## config.mk

```make
export PLATFORM = sky130hd
export DESIGN_NAME = fixed_weight_sched_flat
export DESIGN_NICKNAME = d
export VERILOG_FILES = /design/src/rtl/fixed_weight_sched_if.sv /design/src/rtl/fixed_weight_sched.sv /design/src/flat_wrapper.sv
export SDC_FILE = /design/constraint.sdc
export NUM_CORES = 1
export LEC_CHECK = 0
export BUFFER_PORTS_ARGS = -buffer_cell sky130_fd_sc_hd__buf_2
export CORE_MARGIN = 3
export CORE_UTILIZATION = 55
export CTS_BUF_LIST = sky130_fd_sc_hd__clkbuf_16
export CTS_CLUSTER_SIZE = 30
export DETAILED_ROUTE_END_ITERATION = 8
export HOLD_SLACK_MARGIN = 0.03
export PLACE_DENSITY = 0.69
export SLEW_MARGIN = 20
export SYNTH_ARGS = -nofsm -noshare
export SYNTH_HDL_FRONTEND = slang
export SYNTH_SLANG_ARGS = --single-unit
```

## constraint.sdc

```tcl
create_clock -name clk -period 5.2 [get_ports clk]
set_input_delay 0.52 -clock clk [delete_from_list [all_inputs] [get_ports clk]]
set_output_delay 0.52 -clock clk [all_outputs]
set_load 0.03 [all_outputs]
```

## src/rtl/fixed_weight_sched_if.sv

```systemverilog
// fixed_weight_sched_if: control, random-stream and generator signals of the scheduler.
// master is the scheduler side, slave is the environment side.
interface fixed_weight_sched_if #(
    parameter int M          = 15,
    parameter int RAND_W     = 16,
    parameter int LOG_WEIGHT = 7
);
    logic                  start;
    logic                  busy;
    logic                  done;
    logic                  fail;
    logic [7:0]            retries;
    logic [RAND_W-1:0]     rand_data;
    logic                  rand_valid;
    logic                  rand_ready;
    logic                  gen_init_mem;
    logic                  gen_start;
    logic [M-1:0]          gen_location;
    logic [LOG_WEIGHT-1:0] gen_rd_addr;
    logic                  gen_ready;
    logic                  gen_collision;
    logic                  gen_done;
    modport master (
        input  start, rand_data, rand_valid, gen_rd_addr, gen_ready, gen_collision, gen_done,
        output busy, done, fail, retries, rand_ready, gen_init_mem, gen_start, gen_location
    );
    modport slave (
        output start, rand_data, rand_valid, gen_rd_addr, gen_ready, gen_collision, gen_done,
        input  busy, done, fail, retries, rand_ready, gen_init_mem, gen_start, gen_location
    );
endinterface

```

## src/rtl/fixed_weight_sched.sv

```systemverilog
// fixed_weight_sched: rejection-samples random words into a location buffer and sequences
// the fixed-weight generator through init, location issue and collision resampling.
module fixed_weight_sched #(
    parameter int M          = 15,
    parameter int N          = 17669,
    parameter int WEIGHT     = 66,
    parameter int LOG_WEIGHT = $clog2(WEIGHT),
    parameter int RAND_W     = 16,
    parameter int MAX_RETRY  = 255
) (
    input logic                  clk,
    input logic                  rst_n,
    fixed_weight_sched_if.master bus
);
    typedef enum logic [2:0] {IDLE, INIT, FILL, ISSUE, RESAMPLE, WAIT_DONE, DONE} state_t;
    localparam logic [M-1:0]          N_M     = M'(N);
    localparam logic [LOG_WEIGHT-1:0] K_LAST  = LOG_WEIGHT'(WEIGHT - 1);
    localparam logic [LOG_WEIGHT:0]   W_FULL  = (LOG_WEIGHT + 1)'(WEIGHT);
    localparam logic [7:0]            MAX_R   = 8'(MAX_RETRY);
    state_t                state_q, state_d;
    logic [LOG_WEIGHT-1:0] k_q, k_d;
    logic [LOG_WEIGHT:0]   n_q, n_d;
    logic                  armed_q, armed_d;
    logic                  busy_q, busy_d;
    logic                  done_q, done_d;
    logic                  fail_q, fail_d;
    logic [7:0]            retries_q, retries_d;
    logic                  rand_ready_q, rand_ready_d;
    logic                  init_q, init_d;
    logic                  start_q, start_d;
    logic [M-1:0]          loc_q [WEIGHT];
    logic [M-1:0]          cand;
    logic                  acc;
    logic                  wr_en;
    logic [LOG_WEIGHT-1:0] wr_addr;
    assign cand = bus.rand_data[M-1:0];
    assign acc  = bus.rand_valid & rand_ready_q & (cand < N_M);
    assign bus.busy         = busy_q;
    assign bus.done         = done_q;
    assign bus.fail         = fail_q;
    assign bus.retries      = retries_q;
    assign bus.rand_ready   = rand_ready_q;
    assign bus.gen_init_mem = init_q;
    assign bus.gen_start    = start_q;
    assign bus.gen_location = ({1'b0, bus.gen_rd_addr} < W_FULL) ? loc_q[bus.gen_rd_addr] : '0;
    always_comb begin
        state_d   = state_q;
        k_d       = k_q;
        n_d       = n_q;
        armed_d   = armed_q;
        busy_d    = busy_q;
        fail_d    = fail_q;
        retries_d = retries_q;
        init_d    = 1'b0;
        start_d   = 1'b0;
        wr_en     = 1'b0;
        wr_addr   = k_q;
        case (state_q)
            IDLE: if (bus.start) begin
                state_d   = INIT;
                busy_d    = 1'b1;
                fail_d    = 1'b0;
                retries_d = '0;
                k_d       = '0;
                init_d    = 1'b1;
            end
            INIT: state_d = bus.gen_ready ? FILL : INIT;
            FILL: if (acc) begin
                wr_en = 1'b1;
                k_d   = k_q + 1'b1;
                if (k_q == K_LAST) begin
                    state_d = ISSUE;
                    n_d     = '0;
                    armed_d = 1'b1;
                end
            end
            // gen_start re-arms only after gen_ready has dropped since the last pulse
            ISSUE, WAIT_DONE: begin
                armed_d = armed_q | ~bus.gen_ready;
                if (bus.gen_done)
                    state_d = DONE;
                else if (bus.gen_ready && bus.gen_collision) begin
                    state_d = RESAMPLE;
                    n_d     = n_q - 1'b1;
                end else if (n_q == W_FULL)
                    state_d = bus.gen_ready ? ISSUE : WAIT_DONE;
                else if (bus.gen_ready && armed_q) begin
                    start_d = 1'b1;
                    armed_d = 1'b0;
                    n_d     = n_q + 1'b1;
                end
            end
            RESAMPLE: if (retries_q == MAX_R) begin
                state_d = DONE;
                fail_d  = 1'b1;
            end else if (acc) begin
                wr_en     = 1'b1;
                wr_addr   = bus.gen_rd_addr;
                retries_d = (retries_q == 8'hFF) ? retries_q : retries_q + 8'd1;
                state_d   = ISSUE;
                armed_d   = 1'b1;
            end
            DONE: begin
                state_d = IDLE;
                busy_d  = 1'b0;
            end
            default: state_d = IDLE;
        endcase
        done_d       = state_d == DONE;
        rand_ready_d = (state_d == FILL) || (state_d == RESAMPLE && retries_d != MAX_R);
    end
    always_ff @(posedge clk or negedge rst_n) begin
        if (!rst_n) begin
            state_q      <= IDLE;
            k_q          <= '0;
            n_q          <= '0;
            armed_q      <= 1'b0;
            busy_q       <= 1'b0;
            done_q       <= 1'b0;
            fail_q       <= 1'b0;
            retries_q    <= '0;
            rand_ready_q <= 1'b0;
            init_q       <= 1'b0;
            start_q      <= 1'b0;
        end else begin
            state_q      <= state_d;
            k_q          <= k_d;
            n_q          <= n_d;
            armed_q      <= armed_d;
            busy_q       <= busy_d;
            done_q       <= done_d;
            fail_q       <= fail_d;
            retries_q    <= retries_d;
            rand_ready_q <= rand_ready_d;
            init_q       <= init_d;
            start_q      <= start_d;
        end
    end
    always_ff @(posedge clk) begin
        if (wr_en && ({1'b0, wr_addr} < W_FULL))
            loc_q[wr_addr] <= cand;
    end
endmodule

```

## src/flat_wrapper.sv

```systemverilog
// flat-port wrapper written by rule: the top's interface ports become plain ports
module fixed_weight_sched_flat 
#(
    parameter int M          = 15,
    parameter int N          = 17669,
    parameter int WEIGHT     = 66,
    parameter int LOG_WEIGHT = $clog2(WEIGHT),
    parameter int RAND_W     = 16,
    parameter int MAX_RETRY  = 255
)
  (clk, rst_n, bus_start, bus_rand_data, bus_rand_valid, bus_gen_rd_addr, bus_gen_ready, bus_gen_collision, bus_gen_done, bus_busy, bus_done, bus_fail, bus_retries, bus_rand_ready, bus_gen_init_mem, bus_gen_start, bus_gen_location);
  fixed_weight_sched_if #(.M(M), .RAND_W(RAND_W), .LOG_WEIGHT(LOG_WEIGHT)) bus_i ();
  input logic clk;
  input logic rst_n;
  input wire logic [$bits(bus_i.start)-1:0] bus_start;
  input wire logic [$bits(bus_i.rand_data)-1:0] bus_rand_data;
  input wire logic [$bits(bus_i.rand_valid)-1:0] bus_rand_valid;
  input wire logic [$bits(bus_i.gen_rd_addr)-1:0] bus_gen_rd_addr;
  input wire logic [$bits(bus_i.gen_ready)-1:0] bus_gen_ready;
  input wire logic [$bits(bus_i.gen_collision)-1:0] bus_gen_collision;
  input wire logic [$bits(bus_i.gen_done)-1:0] bus_gen_done;
  output wire logic [$bits(bus_i.busy)-1:0] bus_busy;
  output wire logic [$bits(bus_i.done)-1:0] bus_done;
  output wire logic [$bits(bus_i.fail)-1:0] bus_fail;
  output wire logic [$bits(bus_i.retries)-1:0] bus_retries;
  output wire logic [$bits(bus_i.rand_ready)-1:0] bus_rand_ready;
  output wire logic [$bits(bus_i.gen_init_mem)-1:0] bus_gen_init_mem;
  output wire logic [$bits(bus_i.gen_start)-1:0] bus_gen_start;
  output wire logic [$bits(bus_i.gen_location)-1:0] bus_gen_location;
  assign bus_i.start = bus_start;
  assign bus_i.rand_data = bus_rand_data;
  assign bus_i.rand_valid = bus_rand_valid;
  assign bus_i.gen_rd_addr = bus_gen_rd_addr;
  assign bus_i.gen_ready = bus_gen_ready;
  assign bus_i.gen_collision = bus_gen_collision;
  assign bus_i.gen_done = bus_gen_done;
  assign bus_busy = bus_i.busy;
  assign bus_done = bus_i.done;
  assign bus_fail = bus_i.fail;
  assign bus_retries = bus_i.retries;
  assign bus_rand_ready = bus_i.rand_ready;
  assign bus_gen_init_mem = bus_i.gen_init_mem;
  assign bus_gen_start = bus_i.gen_start;
  assign bus_gen_location = bus_i.gen_location;
  fixed_weight_sched #(.M(M), .N(N), .WEIGHT(WEIGHT), .LOG_WEIGHT(LOG_WEIGHT), .RAND_W(RAND_W), .MAX_RETRY(MAX_RETRY)) u_core (.clk(clk), .rst_n(rst_n), .bus(bus_i));
endmodule
```

==> run_results.csv, run 1 <==
group,metric,value,unit
run_status,outcome,"finished clean",
worst_setup_path,arrival,3730,ps
worst_setup_path,crit_type,"input pin to output pin",
timing,hold_violations,0,
timing,maxSlewViolCount,0,
clock_network,cts_tree,"yes",
power_and_ir_drop,internal_power,0.01345,W
timing,max_slew_margin,31.72,%
worst_setup_path,cp-start-kind,"input pin",
power_and_ir_drop,ir_worst_vdd,0.0002703,V
synth,async_flop_share,3.226,%
clock_network,clkTransAtPathRegs,60,ps
timing,finalCriticalPeriod,4250,ps
detailed_routing,wl_per_cell,30.15,um
synth,synth_edf_count,990,
clock_network,cts-htree-levels,3,
detailed_routing,drt_iter0_markers,2614,
detailed_routing,drc,0,
placement,port_buffers,57,
power_and_ir_drop,p_leak,14.90,nW
worst_setup_path,worstPathRequired,4680,ps
detailed_routing,highest_layer,"met4",
worst_setup_path,r2r-end,"u_core.loc_q[25][6]",
flow_run,maxCapViolCount,0,
floorplan,core_area,72220,sq um
floorplan,die_w,277.2,um
worst_setup_path,cp_slowest_cell,"or3_2",
detailed_routing,antenna_left,0,
detailed_routing,totalWireLength,96200,um
worst_setup_path,cp_max_fo,44,
timing,min_period_over_period,81.74,%
timing,rsz0062_at_grt,"no",
hold_path,hp-class,"input pin to flip-flop",
cells_and_area,fin_util,62.98,%
synth,synth_nets,2043,
power_and_ir_drop,power_frac_seq,53.1,%
global_route,antenna_found_initial,2,
detailed_routing,wl_met3,7948,um
global_route,grt_max_degree,67,
hold_path,holdPathStages,2,
global_route,grtUsageTotal,25.30,%
worst_setup_path,cp_cell_sequence,"clkbuf_8, inv_1, or3_2, o22ai_1, a211oi_1, a211oi_1, a21oi_1, o22ai_1, buf_2",
cells_and_area,layout-drive-gt1-share,25.71,%
synth,synth_seq_cells,1023,
placement,dp_cells,3010,
cells_and_area,fillerInstances,4812,
timing,finalSetupTns,0,ps
worst_setup_path,r2r_start,"u_core.bus.retries[0]",
clock_network,clock-sinks,1023,
floorplan,row_count,98,
placement,hpwl,56440,um
floorplan,initial_core_util,56.03,%
power_and_ir_drop,p_sw,0.003846,W
floorplan,pin_count,59,
power_and_ir_drop,switching_share,22.24,%
timing,finalSetupViolCount,0,
clock_network,clock_latency,650,ps
worst_setup_path,rrSetupSlack,1590,ps
synth,ys_types,76,
detailed_routing,vias_per_cell,6.496,
timing,worstMarginPinSlew,1019,ps
detailed_routing,first_pass_iters,5,
clock_network,root_buffer,"clkbuf_16",
global_route,grt_first_pass_wirelength,142300,um
worst_setup_path,cpPeakStageDelay,740,ps
clock_network,clk_path_buf_depth,3,
floorplan,dieArea,76860,sq um
hold_path,holdPathEnd,"u_core.bus.gen_start",
placement,globalplace.congestion,0.8357,
worst_setup_path,crit_path_end_kind,"output pin",
clock_network,cts_resized,0,
worst_setup_path,ff2ff_path_depth,11,
timing,setup_slack,949.8,ps
timing,fmax,0.2353,GHz
power_and_ir_drop,power_frac_comb,7.1,%
power_and_ir_drop,power_frac_clock,39.7,%
global_route,first_global_vias,20824,
placement,pre_cts_ws,708.0,ps
hold_path,min_from,"bus_gen_collision",
detailed_routing,vias,20728,
power_and_ir_drop,p_per_area,380.2,nW/um^2
cells_and_area,instances_no_fill,3191,
synth,syn_inst,2003,
worst_setup_path,crit_buf_inv,3,
synth,postSynthAreaPerCell,20.20,sq um
global_route,grt_overflow,0,
detailed_routing,drt-met1-wl,39140,um
synth,syn_area,40460,sq um
detailed_routing,wl_met2,46470,um
power_and_ir_drop,total_power,0.01729,W
synth,yosysWarnings,0,
cells_and_area,syn2layout_area_growth,12.42,%
synth,ys_seq_area_share,75.51,%
clock_network,numCtsBuffers,98,
synth,ys_dominant_reg_cell,"edfxtp_1",
worst_setup_path,critPathTopFamily,"compound AO/OA/AOI/OAI gates",
cells_and_area,nNetsFinal,2201,
floorplan,die_h,277.2,um
timing,fin_skew,26.36,ps
cell type report:
type / count / area [sq um] / share of cell area (%)
sequential: 1023 / 30550 / 67.17
multi-input combinational: 854 / 9358 / 20.57
clock buffer: 99 / 2477 / 5.446
timing repair buffer: 170 / 1235 / 2.715
tap: 950 / 1189 / 2.613
clock inverter: 80 / 619.3 / 1.362
inverter: 14 / 52.55 / 0.1155
antenna: 1 / 2.502 / 0.005501
per-stage QoR:
stage	area [sq um]	hold WS, ps
finish	45490	139.4
global route	45480	134.9
CTS	45480	103.2
detailed placement	42370	497.3
global placement	42370	476.3
floorplan	40460	224.4
cells by family (layout without fill, tap and decap cells):
group	Yosys count	count (layout)	share of synthesized area, %
AND/OR/NAND/NOR	246	246	2.897
flip-flops	1023	1023	75.51
buffers and inverters	126	363	1.450
other	0	1	0
XOR/XNOR	11	11	0.2381
multiplexers	360	360	15.67
AO/OA/AOI/OAI	227	227	3.902
adder cells (fa/ha/maj)	10	10	0.3278
sequential cells by signal, summed over array words and instances (netlist names):
| signal | flops |
|---|---|
| u_core.bus.fail | 1 |
| u_core.k_q | 7 |
| u_core.bus.busy | 1 |
| u_core.state_q | 3 |
| u_core.loc_q | 990 |
| u_core.bus.gen_init_mem | 1 |
| u_core.bus.done | 1 |
| u_core.bus.rand_ready | 1 |
| u_core.bus.gen_start | 1 |
| u_core.n_q | 8 |
| u_core.bus.retries | 8 |
| u_core.armed_q | 1 |
layer usage:
layer | up-vias | GRT usage (%)
met2 | 994 | 39.81
met5 | - | 0
met4 | 0 | 7.624
li1 | 8644 | -
met1 | 10934 | 37.57
met3 | 156 | 3.524
layout by cell type, fill, tap and decap left out, types with 7 or more instances in the layout:
master / n
edfxtp_1: 990
mux4_2: 216
mux2i_1: 115
buf_4: 108
clkbuf_16: 99
nor2_1: 97
nand2_1: 62
buf_2: 53
a21oi_1: 40
dfrtp_1: 33
o22ai_1: 32
inv_1: 30
mux2_2: 29
o21ai_0: 25
clkinv_1: 25
o221ai_1: 23
a221oi_1: 23
nor3_1: 20
o21ai_1: 18
clkinv_2: 18
a211oi_1: 9
ha_1: 9
bufinv_16: 9
nand3_1: 7
nand2b_1: 7
or3_1: 7
power groups by stage:
stage / combinational, W / sequential (W) / clock, W
2_1_floorplan: 0.000757 / 0.00935 / 0
3_3_place_gp: 0.00119 / 0.00935 / 0
3_5_place_dp: 0.00123 / 0.00936 / 0
4_1_cts: 0.00123 / 0.00919 / 0.00697
5_1_grt: 0.00132 / 0.00920 / 0.00730
6_report: 0.00123 / 0.00919 / 0.00687
timing repair:
action	in CTS	in global routing
hold endpoints to repair	33	0
endpoints found under the setup margin	0	0
hold buffers	1	0
buffers inserted	0	0
cell usage after synthesis, drive strengths merged, types with 3 or more instances:
master	n	area (sq um)
clkbuf	58	217.7
a31oi	5	31.28
edfxtp	990	29730
nor3	23	131.4
xnor2	5	43.79
or3	9	56.30
nand3	8	45.04
o21bai	5	41.29
a22o	3	26.28
nor2b	6	37.54
inv	13	48.80
o32a	5	50.05
o21ai	44	220.2
o21a	5	37.54
mux2	29	326.6
buf	54	316.5
or2	3	18.77
a211oi	9	67.56
o211ai	6	50.05
a32oi	3	26.28
a21oi	40	200.2
ha	9	112.6
o221ai	23	201.4
o22ai	33	212.7
nor4	4	25.02
xor2	6	52.55
dfrtp	33	825.8
and2	3	21.27
o31ai	5	37.54
nor2	98	370.4
nand2b	8	57.55
mux2i	115	1151
nor3b	4	35.03
a21o	5	37.54
a221oi	23	201.4
nand2	62	232.7
mux4	216	4865
nand4	6	37.54
how the worst max path moves through the flow:
| stage | startpoint | to | depth (start not counted) |
|---|---|---|---|
| 2_1_floorplan | u_core.bus.retries[0] | u_core.loc_q[7][0] | 9 |
| 5_1_grt | bus_gen_rd_addr[1] | bus_gen_location[0] | 9 |
| 3_3_place_gp | bus_rand_data[5] | u_core.loc_q[25][6] | 11 |
| 3_5_place_dp | bus_rand_data[5] | u_core.loc_q[25][6] | 11 |
| 6_report | bus_gen_rd_addr[1] | bus_gen_location[0] | 9 |
| 4_1_cts | bus_gen_rd_addr[1] | bus_gen_location[0] | 9 |
(Power assumes the default switching activity.)
==> run 2, diff against run 1 <==
Settings changed: ABC_AREA set to 1, PLACE_DENSITY 0.69 to 0.72.
Clock period 5.2 ns to 3.9 ns, I/O delays scaled along.
==> run 2 against run 1 <==
Against the previous run:
- first-iteration DRC count up 24%
- global-route usage up 2.4 points
- synthesized cell count up 63%
- sequential cell count unchanged
- die area up 2.0%
- non-clock buffer count up 35
- via count up 34%
- register-to-register slack worse by 1100 ps
- routed wire length up 14%
- setup slack worse by 450 ps
- sequential power up 33%
- critical path type is now flip-flop to flip-flop
==> run_results.csv, run 2 <==
group,metric,value,unit
synth,ys_seq_area_share,73.98,%
cells_and_area,antenna_cells,0,
floorplan,dieArea,78410,sq um
synth,ys_top_cells_by_area,"edfxtp_1 (72%), nor2_1 (5.5%), o21ai_0 (4.9%)",
power_and_ir_drop,p_leak,15.71,nW
detailed_routing,vias_per_cell,6.265,
detailed_routing,antenna_left,0,
global_route,grt_first_pass_wirelength,163000,um
synth,synth_most_common_cell,"edfxtp_1",
global_route,grt_max_degree,87,
synth,ys_dominant_reg_cell,"edfxtp_1",
synth,ys_top_cells_by_count,"edfxtp_1 (990), nor2_1 (605), o21ai_0 (406)",
detailed_routing,totalWireLength,109500,um
synth,syn_inst,3273,
placement,port_buffers,57,
floorplan,die_w,280.0,um
floorplan,die_h,280.0,um
cells_and_area,final_area,46500,sq um
hold_path,hp-class,"input pin to flip-flop",
placement,hpwl,64570,um
global_route,grtUsageTotal,27.74,%
cells_and_area,syn2layout_area_growth,12.58,%
timing,rsz0062_at_grt,"no",
synth,ys_types,51,
timing,hold_violations,0,
power_and_ir_drop,p_per_area,498.4,nW/um^2
synth,synth_nets,3313,
timing,fmax,0.2943,GHz
placement,dp_cells,4234,
cells_and_area,fin_util,63.09,%
worst_setup_path,crit_type,"flip-flop to flip-flop",
floorplan,row_count,99,
detailed_routing,drc,0,
clock_network,cts-htree-levels,3,
worst_setup_path,worstPathRequired,4240,ps
floorplan,pin_count,59,
detailed_routing,first_pass_iters,6,
timing,worstMarginPinSlew,917.2,ps
clock_network,clk_path_buf_depth,3,
floorplan,core_area,73700,sq um
clock_network,numCtsBuffers,100,
cells_and_area,largest-register,"u_core.loc_q",
floorplan,initial_core_util,56.04,%
power_and_ir_drop,ir_worst_vdd,0.0004437,V
timing,fin_skew,35.04,ps
timing,maxSlewViolCount,0,
synth,yosysWarnings,0,
cells_and_area,nNetsFinal,3419,
cells_and_area,final_cell_mix,"edfxtp_1 (990), nor2_1 (603), o21ai_0 (406)",
global_route,grt_overflow,0,
detailed_routing,wl_per_cell,24.78,um
synth,async_flop_share,3.226,%
worst_setup_path,rrSetupSlack,500,ps
cells_and_area,final_common_cell,"edfxtp_1",
synth,yosysTopAreaCell,"edfxtp_1",
worst_setup_path,arrival,3740,ps
detailed_routing,drt_iter0_markers,3245,
clock_network,clock-sinks,1023,
clock_network,cts_tree,"yes",
worst_setup_path,crit_path_end_kind,"flip-flop",
detailed_routing,vias,27685,
placement,dpl_cell_area,43370,sq um
synth,synth_edf_count,990,
timing,finalSetupViolCount,0,
timing,finalCriticalPeriod,3398,ps
cells_and_area,layout-drive-gt1-share,11.07,%
timing,finalSetupTns,0,ps
synth,syn_area,41300,sq um
cells_and_area,multi_input_area,9722,sq um
flow_run,maxCapViolCount,0,
synth,synth_top_area_share,71.98,%
cells_and_area,largest_register_ffs,990,
clock_network,clock_latency,670,ps
clock_network,cts_hold_buf,2,
global_route,first_global_vias,26732,
run_status,outcome,"finished clean",
clock_network,cts_resized,0,
clock_network,root_buffer,"clkbuf_16",
timing,max_slew_margin,38.85,%
placement,globalplace.congestion,0.9014,
global_route,antenna_found_initial,4,
cells_and_area,fillerInstances,5286,
synth,synth_seq_cells,1023,
synth,postSynthAreaPerCell,12.62,sq um
clock_network,post-cts-setup-buffers,0,
cells_and_area,seq_area,30550,sq um
worst_setup_path,cp_max_fo,16,
worst_setup_path,cp-start-kind,"flip-flop",
cells_and_area,instances_no_fill,4419,
clock_network,clkTransAtPathRegs,60,ps
timing,min_period_over_period,87.13,%
timing,hold_ws,45.34,ps
## run 2: cell types whose count changed in the layout (fill, tap and decap cells not counted), sizes merged, moves of 53 or more
| cell | before | now |
|---|---|---|
| nor2 | 98 | 608 |
| nand2 | 62 | 363 |
| o21ai | 44 | 459 |
| nand3 | 8 | 140 |
| mux2i | 115 | 12 |
| o211ai | 6 | 72 |
| mux4 | 216 | 0 |
| o22ai | 33 | 101 |
| inv | 36 | 89 |
## run 2: metal layers
metal / up-vias / global-route usage (%) / part of all wire [%]
li1: 12228 / - / -
met1: 13578 / 38.76 / 38
met2: 1639 / 42.94 / 46
met3: 232 / 5.783 / 12
met4: 8 / 11.64 / 4.1
met5: - / 0 / 0.048
## run 2: final timing paths
kind                                        from               endpoint  cells past startpoint
setup / recovery           u_core.bus.retries[0]    u_core.loc_q[57][2]                     11
hold / removal                  bus_rand_data[9]    u_core.loc_q[11][9]                      1
setup reg to reg           u_core.bus.retries[0]    u_core.loc_q[57][2]                     11
hold reg to reg                    u_core.k_q[5]          u_core.k_q[5]                      1
max in group asynchronous                  rst_n  u_core.bus.retries[0]                      2
min in group asynchronous                  rst_n  u_core.bus.retries[4]                      2
## run 2: metrics by stage
| stage | power, W | worst slack [ps] |
|---|---|---|
| 2_1_floorplan | 0.01350 | 628.7 |
| 3_3_place_gp | 0.01421 | 426.1 |
| 3_5_place_dp | 0.01428 | 367.7 |
| 4_1_cts | 0.02323 | 545.0 |
| 5_1_grt | 0.02390 | 325.0 |
| 6_report | 0.02317 | 501.8 |
## run 2: cell type report
| class | count | area share (%) |
|---|---|---|
| repair buffers | 205 | 3.560 |
| flip-flops and latches | 1023 | 65.71 |
| inverters | 66 | 0.5543 |
| well taps | 959 | 2.581 |
| clock buffers | 101 | 5.436 |
| clock inverters | 82 | 1.246 |
| multi-input cells | 1983 | 20.91 |
## run 2: where the power goes
group          switching [W]  internal, W  total (W)
Sequential         0.0000808       0.0121     0.0122
Clock                0.00399      0.00510    0.00909
Combinational        0.00137     0.000501    0.00187
Total                0.00544       0.0177     0.0232
## run 2: cells by family (layout without fill, tap and decap cells)
group | count (synthesis) | after routing | share of synthesized area (%)
and+or+nand+nor | 1173 | 1173 | 11.76
buffers and inverters | 267 | 454 | 2.502
adders and majority gates | 10 | 10 | 0.3211
DFF | 1023 | 1023 | 73.98
muxes | 12 | 12 | 0.2909
xor gates and xnor gates | 7 | 7 | 0.1485
AOI/OAI and AO/OA | 781 | 781 | 10.99
## run 2: worst max-delay path, cell delays in order, from the launching register on
cell and delay [ps]:
dfrtp_1 420, ha_1 240, inv_1 90, nor2_2 60, a21oi_4 250, nand4_4 280, o21ai_2 250, nand2_2 110
o21bai_4 450, nand3_4 360, nor2_1 230, buf_4 320
